==> config.mk <==
export PLATFORM = sky130hd
export DESIGN_NAME = ide_pio_seq
export DESIGN_NICKNAME = d
export VERILOG_FILES = /design/src/rtl/ide_pio_seq.sv
export SDC_FILE = /design/constraint.sdc
export NUM_CORES = 1
export LEC_CHECK = 0
export CORE_UTILIZATION = 51
export CTS_CLUSTER_SIZE = 24
export DETAILED_ROUTE_END_ITERATION = 6
export DONT_BUFFER_PORTS = 1
export PLACE_DENSITY = 0.78
export SLEW_MARGIN = 30
export SYNTH_ARGS = -nofsm -noshare
export SYNTH_HDL_FRONTEND = slang
export SYNTH_SLANG_ARGS = --single-unit
==> constraint.sdc <==
create_clock -name CLK -period 3.15 [get_ports CLK]
set_clock_uncertainty 0.05 [all_clocks]
set_input_delay 0.63 -clock CLK [delete_from_list [all_inputs] [get_ports CLK]]
set_output_delay 0.63 -clock CLK [all_outputs]
set_load 0.01 [all_outputs]
==> src/rtl/ide_pio_seq.sv <==
// IDE PIO cycle sequencer: chip-select setup, timed IOR_n/IOW_n strobe, dtack handshake, recovery.
// Define IDE_IORDY_EN to honour IORDY wait extension (synchroniser, WAIT_RDY, rdy_timeout).
module ide_pio_seq #(
    parameter int T_SETUP     = 2,
    parameter int T_ACTIVE    = 9,
    parameter int T_RECOVER   = 3,
    parameter int RDY_TIMEOUT = 64
) (
    input  logic CLK,
    input  logic RESET,
    input  logic start,
    input  logic cs_sel,
    input  logic RW,
    input  logic AS_n,
    input  logic IORDY,
    output logic IOR_n,
    output logic IOW_n,
    output logic IDECS1_n,
    output logic IDECS2_n,
    output logic dtack,
    output logic busy,
    output logic rdy_timeout
);

    typedef enum logic [2:0] {IDLE, SETUP, ACTIVE, WAIT_RDY, ACK, RECOVER} state_t;

    localparam logic [3:0] PH_SETUP = 4'(T_SETUP - 1);
    localparam logic [3:0] PH_ACT   = 4'(T_ACTIVE - 1);
    localparam logic [3:0] PH_REC   = 4'(T_RECOVER - 1);

    state_t     state_q, state_d;
    logic [3:0] ph_q, ph_d;
    logic [7:0] tmo_q, tmo_d;
    logic       rw_q, rw_d, sel_q, sel_d;
    logic       tflag_q, tflag_d;
    logic       rdy_s;
    logic       cs_on, stb_on;

`ifdef IDE_IORDY_EN
    localparam logic [7:0] TMO_LAST = 8'(RDY_TIMEOUT - 1);
    logic [1:0] sync_q;

    always_ff @(posedge CLK) begin
        if (RESET) sync_q <= 2'b11;
        else       sync_q <= {sync_q[0], IORDY};
    end
    assign rdy_s       = sync_q[1];
    assign rdy_timeout = tflag_q;
`else
    logic [18:0] unused_cfg;
    assign unused_cfg  = {IORDY, tflag_q, tmo_q, 9'(RDY_TIMEOUT)};
    assign rdy_s       = 1'b1;
    assign rdy_timeout = 1'b0;
`endif

    always_ff @(posedge CLK) begin
        if (RESET) begin
            state_q <= IDLE;
            ph_q    <= '0;
            tmo_q   <= '0;
            rw_q    <= 1'b0;
            sel_q   <= 1'b0;
            tflag_q <= 1'b0;
        end else begin
            state_q <= state_d;
            ph_q    <= ph_d;
            tmo_q   <= tmo_d;
            rw_q    <= rw_d;
            sel_q   <= sel_d;
            tflag_q <= tflag_d;
        end
    end

    always_comb begin
        state_d = state_q;
        ph_d    = ph_q;
        tmo_d   = tmo_q;
        rw_d    = rw_q;
        sel_d   = sel_q;
        tflag_d = tflag_q;
        unique case (state_q)
            IDLE: if (start && !AS_n) begin
                state_d = SETUP;
                ph_d    = PH_SETUP;
                rw_d    = RW;
                sel_d   = cs_sel;
            end
            SETUP: begin
                if (AS_n) begin
                    state_d = RECOVER;
                    ph_d    = PH_REC;
                end else if (ph_q != 4'd0) begin
                    ph_d = ph_q - 4'd1;
                end else begin
                    state_d = ACTIVE;
                    ph_d    = PH_ACT;
                end
            end
            ACTIVE: begin
                if (AS_n) begin
                    state_d = RECOVER;
                    ph_d    = PH_REC;
                end else if (ph_q != 4'd0) begin
                    ph_d = ph_q - 4'd1;
                end else if (!rdy_s) begin
                    state_d = WAIT_RDY;
                    tmo_d   = '0;
                end else begin
                    state_d = ACK;
                end
            end
            WAIT_RDY: begin
`ifdef IDE_IORDY_EN
                // Abort wins over ready, and ready wins over the timeout on the same edge.
                if (AS_n) begin
                    state_d = RECOVER;
                    ph_d    = PH_REC;
                end else if (rdy_s) begin
                    state_d = ACK;
                end else if (tmo_q == TMO_LAST) begin
                    state_d = ACK;
                    tflag_d = 1'b1;
                end else begin
                    tmo_d = tmo_q + 8'd1;
                end
`else
                state_d = RECOVER;
                ph_d    = PH_REC;
`endif
            end
            ACK: if (AS_n) begin
                state_d = RECOVER;
                ph_d    = PH_REC;
            end
            RECOVER: begin
                if (ph_q != 4'd0) ph_d = ph_q - 4'd1;
                else              state_d = IDLE;
            end
            default: state_d = IDLE;
        endcase
    end

    // Outputs decode straight from the state register so a reset edge drops them all at once.
    assign cs_on    = (state_q == SETUP) || (state_q == ACTIVE) || (state_q == WAIT_RDY) || (state_q == ACK);
    assign stb_on   = (state_q == ACTIVE) || (state_q == WAIT_RDY);
    assign IOR_n    = !(stb_on && rw_q);
    assign IOW_n    = !(stb_on && !rw_q);
    assign IDECS1_n = !(cs_on && !sel_q);
    assign IDECS2_n = !(cs_on && sel_q);
    assign dtack    = (state_q == ACK);
    assign busy     = (state_q != IDLE);

endmodule

==> impl_metrics.env, run 1 <==
export IMPL_outcome="completed"
export IMPL_port_buffers=0
export IMPL_max_cap_viol_count=0
export IMPL_fillers=113
export IMPL_initial_core_util=0.576
export IMPL_yosys_top_cells_area="dfxtp_1, a21oi_1, mux2i_1, nor2_1, o21ai_0"
export IMPL_routed_via_density=6.31
export IMPL_root_buffer="clkbuf_4"
export IMPL_finalPower_uw=367
export IMPL_ctsLongestPathBuffers=2
export IMPL_ant_nets=0
export IMPL_num_vias=631
export IMPL_drc=0
export IMPL_drive_above_1_share=0.0698
export IMPL_io_pin_count=14
export IMPL_final_common_cell="nor2_1"
export IMPL_synth_ff_type="dfxtp_1"
export IMPL_hp_class="in2reg"
export IMPL_ctsResizeCount=0
export IMPL_whs_ns=0.370
export IMPL_avgSynthCellArea_um2=7.58
export IMPL_antenna_found_initial=0
export IMPL_r2r_setup_slack_ns=1.10
export IMPL_rsz0062_at_grt="no"
export IMPL_die_w_um=38.4
export IMPL_seq_power_share=0.393
export IMPL_p_clk_frac=0.251
export IMPL_asyncSetResetFlopFracSynth=0
export IMPL_syn_inst=89
export IMPL_grt_overflow=0
export IMPL_grt_first_pass_wirelength_um=2210
export IMPL_drtIter0Drc=24
export IMPL_cts_sinks=9
export IMPL_layout_common_cells="nor2_1, a21oi_1, dfxtp_1"
export IMPL_coreArea_um2=1170
export IMPL_diodes=0
export IMPL_insertion_delay_ns=0.27
export IMPL_hold_viol_final=0
export IMPL_post_cts_setup_buffers=0
export IMPL_netSwitchingFraction=0.366
export IMPL_fmax_ghz=0.458
export IMPL_p_leak_nw=0.248
export IMPL_slew_viol_final=0
export IMPL_cts_clk_slew_worst_paths_ns=0.06
export IMPL_internal_power_uw=233
export IMPL_setup_viol=0
export IMPL_yosysUniqueCellTypes=37
export IMPL_worstSetupStartpointType="flip-flop"
export IMPL_first_pass_iters=6
export IMPL_die_h_um=38.4
export IMPL_gp_congestion=0.839
export IMPL_cts_tree="done"
export IMPL_period_needed_ns=2.18
export IMPL_ctsHtreeMaxLevel=1
export IMPL_syn_area_um2=674
export IMPL_yosys_warnings=0
export IMPL_peakVddDrop_mv=0.285
export IMPL_slew_headroom=0.638
export IMPL_grt_max_degree=19
export IMPL_ys_seq_area_frac=0.267
export IMPL_fin_crit_sh=0.693
export IMPL_required_ns=2.47
export IMPL_routedWlPerCell_um=14.0
export IMPL_grt_pass1_vias=513
export IMPL_synth_edff_count=0
export IMPL_combinationalPowerShare=0.356
export IMPL_area_growth_pct=1.48
export IMPL_crit_fanout=14
export IMPL_die_area_um2=1470
export IMPL_num_rows=12
export IMPL_path_class="reg2out"
export IMPL_detailed_place_hpwl_um=984
export IMPL_power_density_nw_per_um2=536
export IMPL_synth_top_area_frac=0.267
export IMPL_totalWireLength_um=1400
export IMPL_numCtsBuffers=3
export IMPL_ys_ff_latch=9
export IMPL_grt_total_usage=0.225
export IMPL_power_switching_uw=134
export IMPL_synth_top_area_cell="dfxtp_1"
export IMPL_fin_util=0.584
export IMPL_fin_tns_setup_ns=0
export IMPL_hold_buffers=0
export IMPL_synth_nets=98
export IMPL_tightestPinTransition_ns=0.542
export IMPL_num_nets_final=96
export IMPL_arrival_ns=1.50
export IMPL_critPathCaptureType="output pin"
==> flip-flops by register name, summed over array words and instances (netlist names) <==
register / count
ph_q: 4
rw_q: 1
state_q: 3
sel_q: 1
==> power by group through the flow <==
stage | clock, mW | sequential (mW) | combinational [mW]
after floorplan | 0 | 0.135 | 0.124
after global placement | 0 | 0.146 | 0.126
after detailed placement | 0 | 0.146 | 0.130
after CTS | 0.0925 | 0.144 | 0.131
after global routing | 0.0987 | 0.147 | 0.146
final | 0.0923 | 0.144 | 0.130
==> worst paths after layout <==
check             startpoint  cells after the start          to
hold reg to reg         rw_q                      2        rw_q
setup reg to reg     ph_q[0]                      9     ph_q[0]
hold / removal         RESET                      1  state_q[0]
setup / recovery  state_q[0]                      3    IDECS1_n
==> synthesized netlist by cell type, drive strengths merged, types with 2 or more instances <==
master and count:
a211oi 2, clkbuf 2, o22a 2, buf 5, or3 2, inv 6, ha 2, nor2b 2
nand2b 3, o21ai 6, nand3 2, nor2 10, dfxtp 9, nand3b 2, a21oi 9, nand2 3
o21a 2, mux2i 4
==> worst max-delay path, stage by stage (launching register included) <==
cell and delay [ns]:
dfxtp_1 0.45, or3_1 0.49, and2_1 0.18, nand2b_1 0.12
==> stage by stage <==
stage | cell area [um^2] | instances | setup slack [ns]
after floorplan | 674 | 89 | 1.32
final | 684 | 100 | 0.968
after global routing | 684 | 100 | 0.899
after global placement | 658 | 96 | 1.12
after CTS | 684 | 100 | 0.969
after detailed placement | 658 | 96 | 1.10
==> area by class of cell <==
class | count | area [um^2] | area share
clock buffer | 4 | 26.3 | 0.0384
tap | 14 | 17.5 | 0.0256
sequential | 9 | 180 | 0.263
multi-input combinational | 67 | 438 | 0.640
inverter | 6 | 22.5 | 0.0329
==> layer usage <==
layer  track usage  routed length (um)  vias to the layer above
met3        0.0756                 111                        5
met2         0.331                 608                       24
li1              -                   -                      314
met4         0.172                  44                        0
met5             0                   0                        -
met1         0.266                 631                      288
==> kinds of logic after synthesis <==
family                   after synthesis  share of synthesized area
AO/OA/AOI/OAI                         32                      0.314
adder cells (fa/ha/maj)                2                     0.0371
buffers and inverters                 13                     0.0835
flip-flops                             9                      0.267
multiplexers                           4                     0.0594
other                                  1                    0.00556
AND/OR/NAND/NOR                       28                      0.234
Power figures use the tool's default switching activity.
==> run 2, diff against run 1 <==
--- a/config.mk
+++ b/config.mk
@@ -9,7 +9,7 @@
 export CTS_CLUSTER_SIZE = 24
 export DETAILED_ROUTE_END_ITERATION = 6
 export DONT_BUFFER_PORTS = 1
-export PLACE_DENSITY = 0.78
+export PLACE_DENSITY = 0.81
 export SLEW_MARGIN = 30
 export SYNTH_ARGS = -nofsm -noshare
 export SYNTH_HDL_FRONTEND = slang
==> constraint.sdc (replaced) <==
create_clock -name CLK -period 1.95 [get_ports CLK]
set_clock_uncertainty 0.05 [all_clocks]
set_input_delay 0.39 -clock CLK [delete_from_list [all_inputs] [get_ports CLK]]
set_output_delay 0.39 -clock CLK [all_outputs]
set_load 0.01 [all_outputs]
==> run 2 against run 1 <==
Design area is 12% higher. Clock power is 61% higher. Global-route usage is 0.58 points higher. Utilization is 7.1 points higher. Register-to-register slack worse by 0.97 ns. Critical endpoint unchanged.
==> impl_metrics.env, run 2 (synthesized netlist as in run 1, its figures left out) <==
export IMPL_required_ns=1.51
export IMPL_drive_above_1_share=0.217
export IMPL_worstSetupStartpointType="flip-flop"
export IMPL_peakVddDrop_mv=0.501
export IMPL_critPathCaptureType="output pin"
export IMPL_routedWlPerCell_um=14.0
export IMPL_ctsHtreeMaxLevel=1
export IMPL_diodes=0
export IMPL_coreArea_um2=1170
export IMPL_hold_viol_final=0
export IMPL_routed_via_density=6.21
export IMPL_cts_clk_slew_worst_paths_ns=0.06
export IMPL_reg2reg_depth=9
export IMPL_cp_num_buf_inv=0
export IMPL_worstSetupStartpoint="state_q[2]"
export IMPL_period_needed_ns=1.83
export IMPL_drc=0
export IMPL_power_density_nw_per_um2=882
export IMPL_path_cells="or3_1, and2_1, nand2b_1"
export IMPL_gp_congestion=0.842
export IMPL_numCtsBuffers=3
export IMPL_outcome="completed"
export IMPL_port_buffers=0
export IMPL_hp_class="in2reg"
export IMPL_r2r_start="ph_q[0]"
export IMPL_drtIter0Drc=26
export IMPL_grt_total_usage=0.231
export IMPL_fillers=93
export IMPL_num_rows=12
export IMPL_setup_viol=0
export IMPL_min_to="ph_q[1]"
export IMPL_max_cap_viol_count=0
export IMPL_first_pass_iters=4
export IMPL_num_nets_final=102
export IMPL_totalWireLength_um=1480
export IMPL_fin_crit_sh=0.940
export IMPL_io_pin_count=14
export IMPL_postLayoutCellArea_um2=767
export IMPL_worstReg2RegEnd="ph_q[0]"
export IMPL_area_growth_pct=13.7
export IMPL_placed_cell_area_um2=688
export IMPL_worst_path_largest_cell_delay_ns=0.43
export IMPL_min_from="RESET"
export IMPL_largest_register="ph_q"
export IMPL_die_w_um=38.4
export IMPL_reg_top3="ph_q: 4 flops, state_q: 3 flops"
export IMPL_arrival_ns=1.39
export IMPL_fin_tns_setup_ns=0
export IMPL_grt_max_degree=19
export IMPL_antenna_found_initial=0
export IMPL_grt_first_pass_wirelength_um=2290
export IMPL_grt_overflow=0
export IMPL_hold_depth=1
export IMPL_cts_tree="done"
export IMPL_final_common_cell="nor2_1"
export IMPL_ctsLongestPathBuffers=2
export IMPL_die_h_um=38.4
export IMPL_layout_common_cells="nor2_1, a21oi_1, o21ai_0, dfxtp_1, buf_4"
export IMPL_finish_cell_count_without_fillers=106
export IMPL_cp_slowest_cell="or3_1"
export IMPL_path_class="reg2out"
export IMPL_num_vias=658
export IMPL_largest_register_ffs=4
export IMPL_die_area_um2=1470
export IMPL_initial_core_util=0.576
export IMPL_place_inst=100
export IMPL_crit_family="simple AND/OR/NAND/NOR gates"
export IMPL_rsz0062_at_grt="no"
export IMPL_p_leak_nw=0.280
export IMPL_insertion_delay_ns=0.27
export IMPL_crit_fanout=16
export IMPL_fmax_ghz=0.545
export IMPL_grt_pass1_vias=544
export IMPL_slew_viol_final=0
export IMPL_r2r_setup_slack_ns=0.13
export IMPL_detailed_place_hpwl_um=1050
export IMPL_root_buffer="clkbuf_4"
export IMPL_cts_sinks=9
export IMPL_fin_util=0.655
export IMPL_ant_nets=0
-- run 2: stage by stage --
stage,setup slack (ns),hold slack [ns],power [mW]
finish,0.117,0.127,0.676
global route,0.0461,0.127,0.720
CTS,0.0355,0.136,0.628
detailed placement,0.0862,0.415,0.481
global placement,0.120,0.411,0.473
floorplan,0.116,0.427,0.419
-- run 2: cell type report --
type / count / area [um^2] / share of cell area
Sequential cell: 9 / 184 / 0.240
Inverter: 6 / 22.5 / 0.0294
Multi-Input combinational cell: 67 / 472 / 0.615
Tap cell: 14 / 17.5 / 0.0228
Timing Repair Buffer: 6 / 45.0 / 0.0587
Clock buffer: 4 / 26.3 / 0.0343
-- run 2: timing repair --
action	4_1_cts	5_1_grt
setup buffers	0	2
hold buffers	0	0
resized for setup	0	10
endpoints found under the hold margin	0	0
endpoints found under the setup margin	0	5
-- run 2: report_power, final --
group	internal (mW)	total [mW]	switching [mW]
logic	0.151	0.301	0.151
registers	0.203	0.226	0.0225
clock network	0.0792	0.149	0.0700
-- run 2: worst max path at each step --
| stage | to | slack (ns) | depth (start not counted) |
|---|---|---|---|
| 3_5_place_dp | ph_q[0] | 0.09 | 9 |
| 3_3_place_gp | ph_q[3] | 0.12 | 8 |
| 5_1_grt | ph_q[0] | 0.05 | 9 |
| 2_1_floorplan | ph_q[0] | 0.12 | 9 |
| 4_1_cts | IDECS1_n | 0.04 | 3 |
| 6_report | IDECS1_n | 0.12 | 3 |
-- run 2: metal layers --
layer / GRT usage / part of all wire / up-vias
met5: 0 / 0 / -
met4: 0.103 / 0.023 / 0
met3: 0.0581 / 0.044 / 5
met2: 0.377 / 0.48 / 22
met1: 0.283 / 0.45 / 303
li1: - / - / 328
==> run 3, diff against run 2 <==
==> constraint.sdc (replaced) <==
create_clock -name CLK -period 1.5 [get_ports CLK]
set_clock_uncertainty 0.05 [all_clocks]
set_input_delay 0.3 -clock CLK [delete_from_list [all_inputs] [get_ports CLK]]
set_output_delay 0.3 -clock CLK [all_outputs]
set_load 0.01 [all_outputs]
==> run 3 against run 2 <==
The run now ends with negative setup slack left. Cell count up 20%. Sequential share of layout area down 5.8 points. Non-clock buffer count up 21. Clock-buffer cell count down 1. Setup slack worse by 0.51 ns. Clock power up 43%. Critical path depth up 7. Design area up 39%. First-iteration DRC count rose to 3.1 times the previous value. Sequential power up 27%. Global-route usage up 10 points. Critical path type is now reg2reg. Critical endpoint is now state_q[2].
==> impl_metrics.env, run 3 (synthesized netlist as in run 1, its figures left out) <==
export IMPL_slew_viol_final=0
export IMPL_antenna_found_initial=0
export IMPL_gp_congestion=0.894
export IMPL_ctsLongestPathBuffers=2
export IMPL_arrival_ns=2.05
export IMPL_worst_path_largest_cell_delay_ns=0.33
export IMPL_fmax_ghz=0.527
export IMPL_grt_max_degree=13
export IMPL_power_density_nw_per_um2=1180
export IMPL_totalWireLength_um=2800
export IMPL_grt_total_usage=0.336
export IMPL_period_needed_ns=1.90
export IMPL_routed_via_density=7.00
export IMPL_grt_pass1_vias=739
export IMPL_p_leak_nw=0.419
export IMPL_path_cells="inv_2, ha_4, nor3b_4, buf_4, buf_6, buf_6, o21ai_0, a211oi_1, a21oi_1, nor2_1"
export IMPL_whs_ns=0.0153
export IMPL_crit_fanout=4
export IMPL_num_vias=889
export IMPL_cts_sinks=9
export IMPL_cp_num_buf_inv=4
export IMPL_crit_cells=10
export IMPL_cp_common_cell="buf_6"
export IMPL_fin_ws_ns=-0.396
export IMPL_peakVddDrop_mv=0.779
export IMPL_die_h_um=38.4
export IMPL_worstSetupStartpointType="flip-flop"
export IMPL_hp_class="in2reg"
export IMPL_io_pin_count=14
export IMPL_initial_core_util=0.576
export IMPL_violations="negative setup slack"
export IMPL_detailed_place_hpwl_um=1210
export IMPL_hold_viol_final=0
export IMPL_outcome="finished with violations"
export IMPL_place_inst=113
export IMPL_fin_tns_setup_ns=-1.75
export IMPL_die_area_um2=1470
export IMPL_drive_above_1_share=0.549
export IMPL_fin_crit_sh=1.26
export IMPL_largest_register_ffs=4
export IMPL_path_class="reg2reg"
export IMPL_crit_family="compound AO/OA/AOI/OAI gates"
export IMPL_placed_cell_area_um2=800
export IMPL_ant_nets=0
export IMPL_numCtsBuffers=3
export IMPL_cts_tree="done"
export IMPL_final_common_cell="buf_4"
export IMPL_coreArea_um2=1170
export IMPL_rsz0062_at_grt="yes"
export IMPL_drtIter0Drc=81
export IMPL_fin_util=0.910
export IMPL_largest_register="ph_q"
export IMPL_dp_slack_ns=-0.218
export IMPL_grt_overflow=0
export IMPL_ctsHtreeMaxLevel=1
export IMPL_max_cap_viol_count=0
export IMPL_setup_viol=9
export IMPL_num_rows=12
export IMPL_postLayoutCellArea_um2=1070
export IMPL_layout_common_cells="buf_4, nor2_1, a21oi_1"
export IMPL_insertion_delay_ns=0.28
export IMPL_first_pass_iters=6
export IMPL_critPathCaptureType="flip-flop"
export IMPL_hold_depth=1
export IMPL_num_nets_final=123
export IMPL_root_buffer="clkbuf_4"
export IMPL_reg_top3="ph_q: 4 flops, state_q: 3 flops"
export IMPL_area_growth_pct=58.1
export IMPL_finish_cell_count_without_fillers=127
export IMPL_die_w_um=38.4
export IMPL_finalPower_mw=1.26
export IMPL_port_buffers=0
export IMPL_routedWlPerCell_um=22.1
export IMPL_required_ns=1.65
export IMPL_grt_first_pass_wirelength_um=3260
export IMPL_reg2reg_depth=10
export IMPL_cts_clk_slew_worst_paths_ns=0.08
export IMPL_drc=0
export IMPL_cp_slowest_cell="dfxtp_2"
export IMPL_diodes=0
[run 3: changes by cell type in the layout (fill, tap and decap cells not counted), sizes merged]
| cell | previous run | this run |
|---|---|---|
| clkbuf | 4 | 3 |
| clkinv | 0 | 1 |
| buf | 6 | 27 |
[run 3: per-layer routing]
metal,share of wire,global-route usage,up-vias
met1,0.36,0.409,395
met2,0.44,0.525,90
met3,0.11,0.0756,37
met5,0,0,-
met4,0.087,0.216,0
li1,-,-,367
[run 3: worst paths after layout]
kind / startpoint / to / slack, ns
max reg2reg: ph_q[0] / state_q[2] / -0.40
min reg2reg: rw_q / rw_q / 0.52
min: RESET / state_q[0] / 0.02
max: ph_q[0] / state_q[2] / -0.40
[run 3: area by class of cell]
type	count	area [um^2]
Multi-Input combinational cell	67	583
Timing Repair Buffer	27	219
Sequential cell	9	194
Fill cell	46	105
Inverter	6	25.0
Clock buffer	3	22.5
Tap cell	14	17.5
Clock inverter	1	5.00
[run 3: repair_timing]
item | in CTS | in global routing
endpoints found under the setup margin | 11 | 15
pin swaps | 4 | 10
gates resized for setup | 14 | 26
setup buffers | 4 | 6
cloned | 0 | 0
hold endpoints to repair | 0 | 0
hold buffers | 0 | 0
[run 3: power by group]
part	leakage, nW	switching [mW]	internal [mW]
Clock	0.0177	0.114	0.0992
Combinational	0.325	0.370	0.393
Sequential	0.0764	0.0214	0.264
